--- src/rtl/uart_loader_if.sv ---
// Memory bus between the boot loader (initiator) and a memory responder.
interface uart_loader_if;
  logic        memory_valid;
  logic        memory_instr;
  logic [31:0] memory_addr;
  logic [31:0] memory_wdata;
  logic [3:0]  memory_wstrb;
  logic [31:0] memory_rdata;
  logic        memory_ready;

  modport master (
    output memory_valid, memory_instr, memory_addr, memory_wdata, memory_wstrb,
    input  memory_rdata, memory_ready
  );

  modport slave (
    input  memory_valid, memory_instr, memory_addr, memory_wdata, memory_wstrb,
    output memory_rdata, memory_ready
  );
endinterface

--- src/rtl/uart_loader.sv ---
// Boot loader: 8N1 UART receiver feeding a frame parser that writes the
// received image word by word onto the memory bus.
module uart_loader #(
  parameter int CLKS_PER_BIT = 434
) (
  input  logic          clk,
  input  logic          rst,
  input  logic          rx,
  uart_loader_if.master bus,
  output logic          loader_done,
  output logic          loader_error
);
  localparam int CW = $clog2(CLKS_PER_BIT);
  localparam logic [CW-1:0] FULL_BIT = CW'(CLKS_PER_BIT - 1);
  localparam logic [CW-1:0] HALF_BIT = CW'(CLKS_PER_BIT / 2 - 1);

  localparam logic [1:0] R_IDLE  = 2'd0;
  localparam logic [1:0] R_START = 2'd1;
  localparam logic [1:0] R_DATA  = 2'd2;
  localparam logic [1:0] R_STOP  = 2'd3;

  localparam logic [2:0] P_IDLE  = 3'd0;
  localparam logic [2:0] P_ADDR  = 3'd1;
  localparam logic [2:0] P_CNT   = 3'd2;
  localparam logic [2:0] P_DATA  = 3'd3;
  localparam logic [2:0] P_WRITE = 3'd4;
  localparam logic [2:0] P_CSUM  = 3'd5;

  logic          rx_s1_q, rx_s2_q, rx_s3_q;
  logic [1:0]    rx_st_q, rx_st_d;
  logic [CW-1:0] rx_cnt_q, rx_cnt_d;
  logic [2:0]    rx_bit_q, rx_bit_d;
  logic [7:0]    rx_sh_q, rx_sh_d;
  logic          byte_vld, frame_err;

  logic          buf_full_q, buf_full_d;
  logic [7:0]    buf_data_q, buf_data_d;
  logic          pop, overrun;

  logic [2:0]    p_st_q, p_st_d;
  logic [1:0]    bcnt_q, bcnt_d;
  logic [31:0]   addr_q, addr_d;
  logic [15:0]   words_q, words_d;
  logic [31:0]   word_q, word_d;
  logic [7:0]    csum_q, csum_d;
  logic          mvalid_q, mvalid_d;
  logic [31:0]   maddr_q, maddr_d;
  logic [31:0]   mwdata_q, mwdata_d;
  logic          done_q, done_d;
  logic          err_q, err_d;
  logic          csum_bad;

  logic unused_rdata;
  assign unused_rdata = ^bus.memory_rdata;

  // Receiver: start detected on a synchronized falling edge, then sampled mid-bit.
  always_comb begin
    rx_st_d   = rx_st_q;
    rx_cnt_d  = rx_cnt_q;
    rx_bit_d  = rx_bit_q;
    rx_sh_d   = rx_sh_q;
    byte_vld  = 1'b0;
    frame_err = 1'b0;
    case (rx_st_q)
      R_IDLE: if (!rx_s2_q && rx_s3_q) begin
        rx_st_d  = R_START;
        rx_cnt_d = HALF_BIT;
      end
      R_START: if (rx_cnt_q == '0) begin
        if (rx_s2_q) rx_st_d = R_IDLE;
        else begin
          rx_st_d  = R_DATA;
          rx_cnt_d = FULL_BIT;
          rx_bit_d = 3'd0;
        end
      end else rx_cnt_d = rx_cnt_q - 1'b1;
      R_DATA: if (rx_cnt_q == '0) begin
        rx_sh_d  = {rx_s2_q, rx_sh_q[7:1]};
        rx_cnt_d = FULL_BIT;
        rx_bit_d = rx_bit_q + 3'd1;
        if (rx_bit_q == 3'd7) rx_st_d = R_STOP;
      end else rx_cnt_d = rx_cnt_q - 1'b1;
      R_STOP: if (rx_cnt_q == '0) begin
        rx_st_d   = R_IDLE;
        byte_vld  = rx_s2_q;
        frame_err = ~rx_s2_q;
      end else rx_cnt_d = rx_cnt_q - 1'b1;
      default: rx_st_d = R_IDLE;
    endcase
  end

  // One-entry byte buffer; the parser stops draining it while a write is pending.
  always_comb begin
    pop        = buf_full_q && (p_st_q != P_WRITE);
    buf_full_d = buf_full_q & ~pop;
    buf_data_d = buf_data_q;
    overrun    = 1'b0;
    if (byte_vld) begin
      if (buf_full_q && !pop) overrun = 1'b1;
      else begin
        buf_full_d = 1'b1;
        buf_data_d = rx_sh_q;
      end
    end
  end

  always_comb begin
    p_st_d   = p_st_q;
    bcnt_d   = bcnt_q;
    addr_d   = addr_q;
    words_d  = words_q;
    word_d   = word_q;
    csum_d   = csum_q;
    mvalid_d = mvalid_q;
    maddr_d  = maddr_q;
    mwdata_d = mwdata_q;
    done_d   = done_q;
    csum_bad = 1'b0;
    case (p_st_q)
      P_IDLE: if (pop && !done_q) begin
        if (buf_data_q == 8'hA5) begin
          p_st_d = P_ADDR;
          bcnt_d = 2'd0;
          csum_d = 8'h00;
        end else if (buf_data_q == 8'h5A) done_d = 1'b1;
      end
      P_ADDR: if (pop) begin
        addr_d = {buf_data_q, addr_q[31:8]};
        csum_d = csum_q ^ buf_data_q;
        bcnt_d = bcnt_q + 2'd1;
        if (bcnt_q == 2'd3) begin
          p_st_d = P_CNT;
          bcnt_d = 2'd0;
        end
      end
      P_CNT: if (pop) begin
        words_d = {buf_data_q, words_q[15:8]};
        csum_d  = csum_q ^ buf_data_q;
        bcnt_d  = 2'd1;
        if (bcnt_q == 2'd1) begin
          bcnt_d = 2'd0;
          p_st_d = ({buf_data_q, words_q[15:8]} == 16'd0) ? P_CSUM : P_DATA;
        end
      end
      P_DATA: if (pop) begin
        word_d = {buf_data_q, word_q[31:8]};
        csum_d = csum_q ^ buf_data_q;
        bcnt_d = bcnt_q + 2'd1;
        if (bcnt_q == 2'd3) begin
          p_st_d   = P_WRITE;
          mvalid_d = 1'b1;
          maddr_d  = {addr_q[31:2], 2'b00};
          mwdata_d = {buf_data_q, word_q[31:8]};
        end
      end
      P_WRITE: if (mvalid_q && bus.memory_ready) begin
        mvalid_d = 1'b0;
        addr_d   = addr_q + 32'd4;
        words_d  = words_q - 16'd1;
        bcnt_d   = 2'd0;
        p_st_d   = (words_q == 16'd1) ? P_CSUM : P_DATA;
      end
      P_CSUM: if (pop) begin
        csum_bad = (buf_data_q != csum_q);
        p_st_d   = P_IDLE;
      end
      default: p_st_d = P_IDLE;
    endcase
    err_d = err_q | frame_err | overrun | csum_bad;
  end

  always_ff @(posedge clk) begin
    if (rst) begin
      rx_s1_q    <= 1'b1;
      rx_s2_q    <= 1'b1;
      rx_s3_q    <= 1'b1;
      rx_st_q    <= R_IDLE;
      rx_cnt_q   <= '0;
      rx_bit_q   <= 3'd0;
      rx_sh_q    <= 8'h00;
      buf_full_q <= 1'b0;
      buf_data_q <= 8'h00;
      p_st_q     <= P_IDLE;
      bcnt_q     <= 2'd0;
      addr_q     <= 32'd0;
      words_q    <= 16'd0;
      word_q     <= 32'd0;
      csum_q     <= 8'h00;
      mvalid_q   <= 1'b0;
      maddr_q    <= 32'd0;
      mwdata_q   <= 32'd0;
      done_q     <= 1'b0;
      err_q      <= 1'b0;
    end else begin
      rx_s1_q    <= rx;
      rx_s2_q    <= rx_s1_q;
      rx_s3_q    <= rx_s2_q;
      rx_st_q    <= rx_st_d;
      rx_cnt_q   <= rx_cnt_d;
      rx_bit_q   <= rx_bit_d;
      rx_sh_q    <= rx_sh_d;
      buf_full_q <= buf_full_d;
      buf_data_q <= buf_data_d;
      p_st_q     <= p_st_d;
      bcnt_q     <= bcnt_d;
      addr_q     <= addr_d;
      words_q    <= words_d;
      word_q     <= word_d;
      csum_q     <= csum_d;
      mvalid_q   <= mvalid_d;
      maddr_q    <= maddr_d;
      mwdata_q   <= mwdata_d;
      done_q     <= done_d;
      err_q      <= err_d;
    end
  end

  assign bus.memory_valid = mvalid_q;
  assign bus.memory_instr = 1'b0;
  assign bus.memory_addr  = maddr_q;
  assign bus.memory_wdata = mwdata_q;
  assign bus.memory_wstrb = mvalid_q ? 4'hF : 4'h0;
  assign loader_done      = done_q;
  assign loader_error     = err_q;
endmodule

--- src/flat_wrapper.sv ---
// flat-port wrapper written by rule: the top's interface ports become plain ports
module uart_loader_flat 
#(
  parameter int CLKS_PER_BIT = 434
)
  (clk, rst, rx, loader_done, loader_error, bus_memory_valid, bus_memory_instr, bus_memory_addr, bus_memory_wdata, bus_memory_wstrb, bus_memory_rdata, bus_memory_ready);
  uart_loader_if bus_i ();
  input  logic clk;
  input  logic rst;
  input  logic rx;
  output logic loader_done;
  output logic loader_error;
  output wire logic [$bits(bus_i.memory_valid)-1:0] bus_memory_valid;
  output wire logic [$bits(bus_i.memory_instr)-1:0] bus_memory_instr;
  output wire logic [$bits(bus_i.memory_addr)-1:0] bus_memory_addr;
  output wire logic [$bits(bus_i.memory_wdata)-1:0] bus_memory_wdata;
  output wire logic [$bits(bus_i.memory_wstrb)-1:0] bus_memory_wstrb;
  input wire logic [$bits(bus_i.memory_rdata)-1:0] bus_memory_rdata;
  input wire logic [$bits(bus_i.memory_ready)-1:0] bus_memory_ready;
  assign bus_memory_valid = bus_i.memory_valid;
  assign bus_memory_instr = bus_i.memory_instr;
  assign bus_memory_addr = bus_i.memory_addr;
  assign bus_memory_wdata = bus_i.memory_wdata;
  assign bus_memory_wstrb = bus_i.memory_wstrb;
  assign bus_i.memory_rdata = bus_memory_rdata;
  assign bus_i.memory_ready = bus_memory_ready;
  uart_loader #(.CLKS_PER_BIT(CLKS_PER_BIT)) u_core (.clk(clk), .rst(rst), .rx(rx), .bus(bus_i), .loader_done(loader_done), .loader_error(loader_error));
endmodule
--- config.mk ---
export PLATFORM = sky130hd
export DESIGN_NAME = uart_loader_flat
export DESIGN_NICKNAME = d
export VERILOG_FILES = /design/src/rtl/uart_loader_if.sv /design/src/rtl/uart_loader.sv /design/src/flat_wrapper.sv
export SDC_FILE = /design/constraint.sdc
export NUM_CORES = 1
export LEC_CHECK = 0
export ABC_AREA = 1
export CORE_AREA = 5 5 109 152
export CTS_CLUSTER_DIAMETER = 40
export DETAILED_ROUTE_END_ITERATION = 7
export DIE_AREA = 0 0 114 157
export PLACE_DENSITY = 0.94
export SLEW_MARGIN = 20
export SYNTH_ARGS = -nofsm -noshare
export SYNTH_HDL_FRONTEND = slang
export SYNTH_SLANG_ARGS = --single-unit
--- constraint.sdc ---
create_clock -name clk -period 4 [get_ports clk]
set_input_delay 0.8 -clock clk [delete_from_list [all_inputs] [get_ports clk]]
set_output_delay 0.8 -clock clk [all_outputs]
set_load 0.02 [all_outputs]
==> results of run 1 <==
-- sequential cells by signal (all words and copies together), names as in the netlist, named ones only --
signal / cells
u_core.csum_q: 8
u_core.words_q: 16
u_core.rx_cnt_q: 9
u_core.buf_data_q: 8
u_core.bus.memory_wdata: 32
u_core.bcnt_q: 2
u_core.bus.memory_valid: 1
u_core.rx_sh_q: 8
u_core.word_q: 24
u_core.loader_done: 1
u_core.rx_st_q: 1
u_core.addr_q: 30
u_core.rx_s3_q: 1
u_core.rx_bit_q: 3
u_core.p_st_q: 3
u_core.buf_full_q: 1
u_core.bus.memory_addr: 30
u_core.loader_error: 1
u_core.rx_s2_q: 1
u_core.rx_s1_q: 1
-- layout by cell type (no fill, tap or decap), types with 7 or more instances in the layout --
cell type	n
nand4_1	13
a21oi_1	148
o21ai_0	135
nand2_1	256
clkdlybuf4s50_1	71
dfxtp_1	182
nor2_1	201
xnor2_1	7
nor3_1	8
a211oi_1	11
clkbuf_16	17
xor2_1	14
inv_1	101
or2_2	8
a211oi_2	7
nand3_1	73
ha_1	12
-- metal layers --
| metal | up-vias | wire length [um] | global-route usage |
|---|---|---|---|
| met5 | - | 0 | 0 |
| met4 | 0 | 1250 | 0.1500 |
| met3 | 107 | 1300 | 0.03692 |
| met2 | 390 | 11660 | 0.4509 |
| met1 | 3980 | 8714 | 0.2793 |
| li1 | 4247 | - | - |
-- through the flow --
step / util / setup WS, ps / hold slack, ps
4_1_cts: 0.6730 / 1516 / 434.0
3_5_place_dp: 0.6367 / 1276 / 418.3
5_1_grt: 0.6730 / 1270 / 437.4
6_report: 0.6730 / 1485 / 445.2
3_3_place_gp: 0.6367 / 1286 / 394.5
2_1_floorplan: - / 2184 / 389.5
-- worst reg2reg max path: cells and delay by family, from the launching register on --
kind / cells / cell delay, ps
AND/OR/NAND/NOR: 4 / 690
flip-flops: 1 / 390
buffers and inverters: 2 / 910
AO/OA/AOI/OAI: 2 / 450
-- cell type report --
type / instances / area [um2]
fill: 1138 / 4878
multi-input combinational: 925 / 4432
sequential: 182 / 3643
timing repair buffer: 78 / 773.2
clock buffer: 20 / 446.7
inverter: 109 / 411.6
tap: 192 / 240.2
clock inverter: 12 / 95.09
-- how the worst min path moves through the flow --
| stage | depth (start not counted) | slack (ps) | endpoint |
|---|---|---|---|
| global route | 1 | 440 | u_core.rx_s2_q |
| detailed placement | 1 | 420 | u_core.rx_s2_q |
| finish | 1 | 450 | u_core.rx_s2_q |
| floorplan | 1 | 390 | u_core.rx_s2_q |
| global placement | 1 | 390 | u_core.rx_s2_q |
| CTS | 1 | 430 | u_core.rx_s2_q |
-- power breakdown --
part / total, mW / internal (mW) / switching, mW
sequential: 1.95 / 1.88 / 0.0709
clock: 1.56 / 0.822 / 0.733
combinational: 1.00 / 0.321 / 0.682
-- kinds of logic after synthesis --
| logic type | after synthesis |
|---|---|
| AOI/OAI and AO/OA | 313 |
| buffers and inverters | 178 |
| and+or+nand+nor | 576 |
| DFF | 182 |
| xor gates and xnor gates | 21 |
| adders and majority gates | 12 |
| other | 1 |
==> flow_metrics.tcl, run 1 <==
set metrics [dict create \
    status "finished clean" \
    cts_tree "done" \
    antenna_found_initial 0 \
    synth_compound_area_frac 0.1891 \
    first_iter_violations 879 \
    final_antenna_net_count 0 \
    hold_viol 0 \
    startpoint_type "flop" \
    overflow 0 \
    maxCapViolCount 0 \
    grt_start_max_net_pins 106 \
    fin_nets 1361 \
    vdd_drop_max_v 0.0003638 \
    cp_max_fo 105 \
    min-delay-path-class "reg2reg" \
    synth_top_family_by_area "simple AND/OR/NAND/NOR gates" \
    syn_area_mm2 0.008841 \
    hpwl_um 15220 \
    synth_area_leader_cell "dfxtp_1" \
    first_pass_iters 8 \
    slowest_stage "buf_4" \
    crit_top_cell "nand2_4" \
    critPathKind "reg2reg" \
    crit_cells 8 \
    grt_pass1_vias 8124 \
    synthTopCellsByCount "nand2_1 (256), nor2_1 (201), dfxtp_1 (182)" \
    syn_to_final_growth_pct 13.59 \
    power_density_mw_per_mm2 448.7 \
    vias 8724 \
    yosys.area_share.simple 0.2731 \
    endpoint_kind "flop" \
    cp_cell_sequence "inv_4 > nand2_4 > nor2_8 > nand2_4 > nor2_4 > buf_4 > o21ai_0 > a21oi_1" \
    yosysSeqAreaShare 0.4121 \
    initial_core_util 0.5925 \
    cts_resized 0 \
    layout-drive-gt1-share 0.05581 \
    htree_levels 4 \
    cts_max_path_buffers 2 \
    clock-root-buffer "clkbuf_16" \
    place_area_mm2 0.009500 \
    synth-adder-area-share 0.01698 \
    tns_ps 0 \
    clk_latency_ps 430 \
    synthMuxAreaShare 0 \
    cts_buffers 17 \
    tightest_slew_ps 971.9 \
    ctsHoldBuffers 0 \
    design.core.area_mm2 0.01492 \
    total_power_mw 4.506 \
    io_buffer_count 72 \
    die_h_um 157 \
    timing.fmax_mhz 397.6 \
    synthArstFlopShare 0 \
    die_area_mm2 0.01790 \
    cts.sinks 182 \
    dieWidth_um 114 \
    skew_ps 10.44 \
    fin_crit_sh 0.6288 \
    stdcell_count 1518 \
    synth_edf_count 0 \
    cp.arrival_ps 2860 \
    ys.warnings.count 0 \
    critical_path.max_stage_delay_ps 760 \
    ys_ff_latch 182 \
    postCtsSetupBuffers 0 \
    routedWlPerCell_um 15.10 \
    synth_most_common_cell "nand2_1" \
    ys.flop_type "dfxtp_1" \
    yosysTopAreaCellShare 0.4121 \
    grt_usage 0.2516 \
    via_per_inst 5.747 \
    grt_pass1_wl_um 37260 \
    drv_slew 0 \
    setup_viol 0 \
    crit_buf_inv 2 \
    worstReg2RegEnd "u_core.bus.memory_wdata[6]" \
    top_level_ports 108 \
    slew_headroom 0.3521 \
    synth-xor-area-share 0.02080 \
    final_area_mm2 0.01004 \
    rsz0062_at_grt "false" \
    fin_crit_ps 2515 \
    reg2reg_slack_ps 1480 \
    drc_errors 0 \
    syn_area_per_cell_um2 6.891 \
    crit_start "u_core.p_st_q[2]" \
    synthTopCellsByArea "dfxtp_1 (41%), nand2_1 (11%), nor2_1 (8.5%), a21oi_1 (8.4%), o21ai_0 (7.6%)" \
    crit_required_ps 4350 \
    row_count 53 \
    ys_types 40 \
    reg2regPathDepth 8 \
    synthCells 1283 \
    worstHoldStart "u_core.rx_s1_q" \
    r2r_start "u_core.p_st_q[2]" \
    place_inst 1486 \
    critPathCapture "u_core.bus.memory_wdata[6]" \
    routed_wl_um 22930 \
    clk_pin_slew_ps 70 \
    critical_path.top_delay_family "buffers and inverters" \
    gp_congestion 0.9675 \
    n_antenna_cell 0 \
    p_leak_nw 3.947 \
]
(Power assumes the default switching activity.)
==> inputs of run 2 (changes only) <==
Settings changed: CORE_AREA 5 5 109 152 to 5 5 118 164, DIE_AREA 0 0 114 157 to 0 0 123 169, PLACE_DENSITY 0.94 to 0.86.
Clock period 4 ns to 2.2 ns, I/O delays scaled along.
==> flow_metrics.tcl, run 2 (same netlist as run 1, synthesis figures left out) <==
set metrics [dict create \
    initial_core_util 0.4973 \
    cts_buffers 17 \
    fin_nets 1371 \
    setup_slack_ps 159.9 \
    critical_path.top_delay_family "buffers and inverters" \
    cts_resized 0 \
    vias 8517 \
    fin_crit_sh 0.9273 \
    r2r_start "u_core.rx_cnt_q[0]" \
    htree_levels 4 \
    cts_max_path_buffers 2 \
    slew_headroom 0.5010 \
    drv_slew 0 \
    dieWidth_um 123 \
    postCtsSetupBuffers 0 \
    skew_ps 10.97 \
    tightest_slew_ps 748.5 \
    register_area_mm2 0.003643 \
    worstHoldStart "u_core.rx_s1_q" \
    endpoint_kind "primary output" \
    rsz0062_at_grt "false" \
    row_count 58 \
    gp_congestion 0.9465 \
    final_core_util 0.5788 \
    io_buffer_count 72 \
    syn_to_final_growth_pct 16.40 \
    worstHoldPathCells 1 \
    clk_pin_slew_ps 70 \
    fin_crit_ps 2040 \
    cp_max_fo 8 \
    ctsHoldBuffers 0 \
    reg2reg_slack_ps 260 \
    design.core.area_mm2 0.01778 \
    hpwl_um 15610 \
    cts_tree "done" \
    startpoint_type "flop" \
    clk_latency_ps 440 \
    clock-root-buffer "clkbuf_16" \
    first_pass_iters 5 \
    critical_path.max_stage_delay_ps 680 \
    first_iter_violations 736 \
    antenna_found_initial 0 \
    slowest_stage "clkdlybuf4s50_1" \
    reg2regPathDepth 9 \
    multi_input_area_mm2 0.004432 \
    cp.arrival_ps 1600 \
    critPathKind "reg2out" \
    holdPathEnd "u_core.rx_s2_q" \
    tns_ps 0 \
    worstReg2RegEnd "u_core.buf_data_q[2]" \
    power.share.clock 0.381 \
    routed_wl_um 22370 \
    final_common_cell "nand2_1" \
    cts.sinks 182 \
    die_area_mm2 0.02079 \
    final_cell_mix "nand2_1 (256), nor2_1 (201), dfxtp_1 (182), a21oi_1 (148), o21ai_0 (135)" \
    crit_required_ps 1760 \
    maxCapViolCount 0 \
    status "finished clean" \
    power_density_mw_per_mm2 843.2 \
    grt_pass1_wl_um 37260 \
    layout-drive-gt1-share 0.06437 \
    internal_power_mw 6.000 \
    grt_usage 0.2187 \
    via_per_inst 5.404 \
    grt_pass1_vias 8100 \
    p_leak_nw 4.058 \
    routedWlPerCell_um 14.20 \
    seqPwrFrac 0.408 \
    overflow 0 \
    min-delay-path-class "reg2reg" \
    grt_start_max_net_pins 73 \
    switchingPower_mw 2.677 \
    drc_errors 0 \
    pre_cts_ws_ps 234.3 \
    hold_viol 0 \
    die_h_um 169 \
    setup_viol 0 \
    top_level_ports 108 \
    crit_buf_inv 1 \
    n_antenna_cell 0 \
    swShare 0.3085 \
    largest_reg_flops 32 \
    final_antenna_net_count 0 \
    timing.fmax_mhz 490.2 \
    num-fill-cells 1568 \
    vdd_drop_max_v 0.0007989 \
    p_comb_frac 0.211 \
    cp_cell_sequence "clkdlybuf4s50_1" \
]
==> run 2: cell types whose count changed in the layout (fill, tap and decap cells not counted) <==
cell,change
inv_6,-1
clkbuf_1,-2
buf_4,+9
bufinv_16,+4
clkbuf_8,+1
buf_12,+1
clkinv_4,-1
clkinvlp_4,-1
==> run 2: power groups by stage <==
stage / sequential, mW / clock, mW / combinational [mW]
5_1_grt: 3.56 / 3.48 / 2.08
4_1_cts: 3.54 / 3.35 / 1.81
3_5_place_dp: 3.61 / 0 / 1.80
2_1_floorplan: 3.58 / 0 / 1.50
6_report: 3.54 / 3.31 / 1.83
3_3_place_gp: 3.60 / 0 / 1.77
==> run 2: layout make-up <==
type / count / share of cell area
Multi-Input combinational cell: 925 / 0.4306
Sequential cell: 182 / 0.3540
Timing Repair Buffer: 88 / 0.08365
Clock buffer: 19 / 0.04401
Inverter: 109 / 0.04000
Tap cell: 240 / 0.02918
Clock inverter: 13 / 0.01848
==> run 2: how the worst max path moves through the flow <==
stage / from / end / slack, ps / depth (start not counted)
3_5_place_dp: bus_memory_ready / u_core.addr_q[8] / 230 / 6
3_3_place_gp: bus_memory_ready / u_core.addr_q[14] / 290 / 8
2_1_floorplan: u_core.rx_cnt_q[0] / u_core.rx_cnt_q[1] / 580 / 10
4_1_cts: u_core.bus.memory_valid / bus_memory_valid / 140 / 1
6_report: u_core.bus.memory_valid / bus_memory_valid / 160 / 1
5_1_grt: u_core.rx_cnt_q[0] / u_core.rx_cnt_q[2] / 90 / 10
==> run 2: per-layer routing <==
| metal | wire length (um) | global-route usage | vias up |
|---|---|---|---|
| li1 | - | - | 4260 |
| met1 | 8550 | 0.2410 | 3881 |
| met2 | 11670 | 0.3961 | 299 |
| met3 | 1219 | 0.03543 | 77 |
| met4 | 930 | 0.1152 | 0 |
| met5 | 0 | 0 | - |
==> run 2: per-stage QoR <==
| stage | hold slack, ps | cells | total power, mW | instance area, um2 |
|---|---|---|---|---|
| after floorplan | 389.5 | 1285 | 5.074 | 8848 |
| after global placement | 392.3 | 1544 | 5.378 | 9648 |
| after detailed placement | 400.6 | 1544 | 5.414 | 9648 |
| after CTS | 417.6 | 1576 | 8.696 | 10290 |
| after global routing | 434.3 | 1576 | 9.118 | 10290 |
| final | 413.9 | 1576 | 8.677 | 10290 |
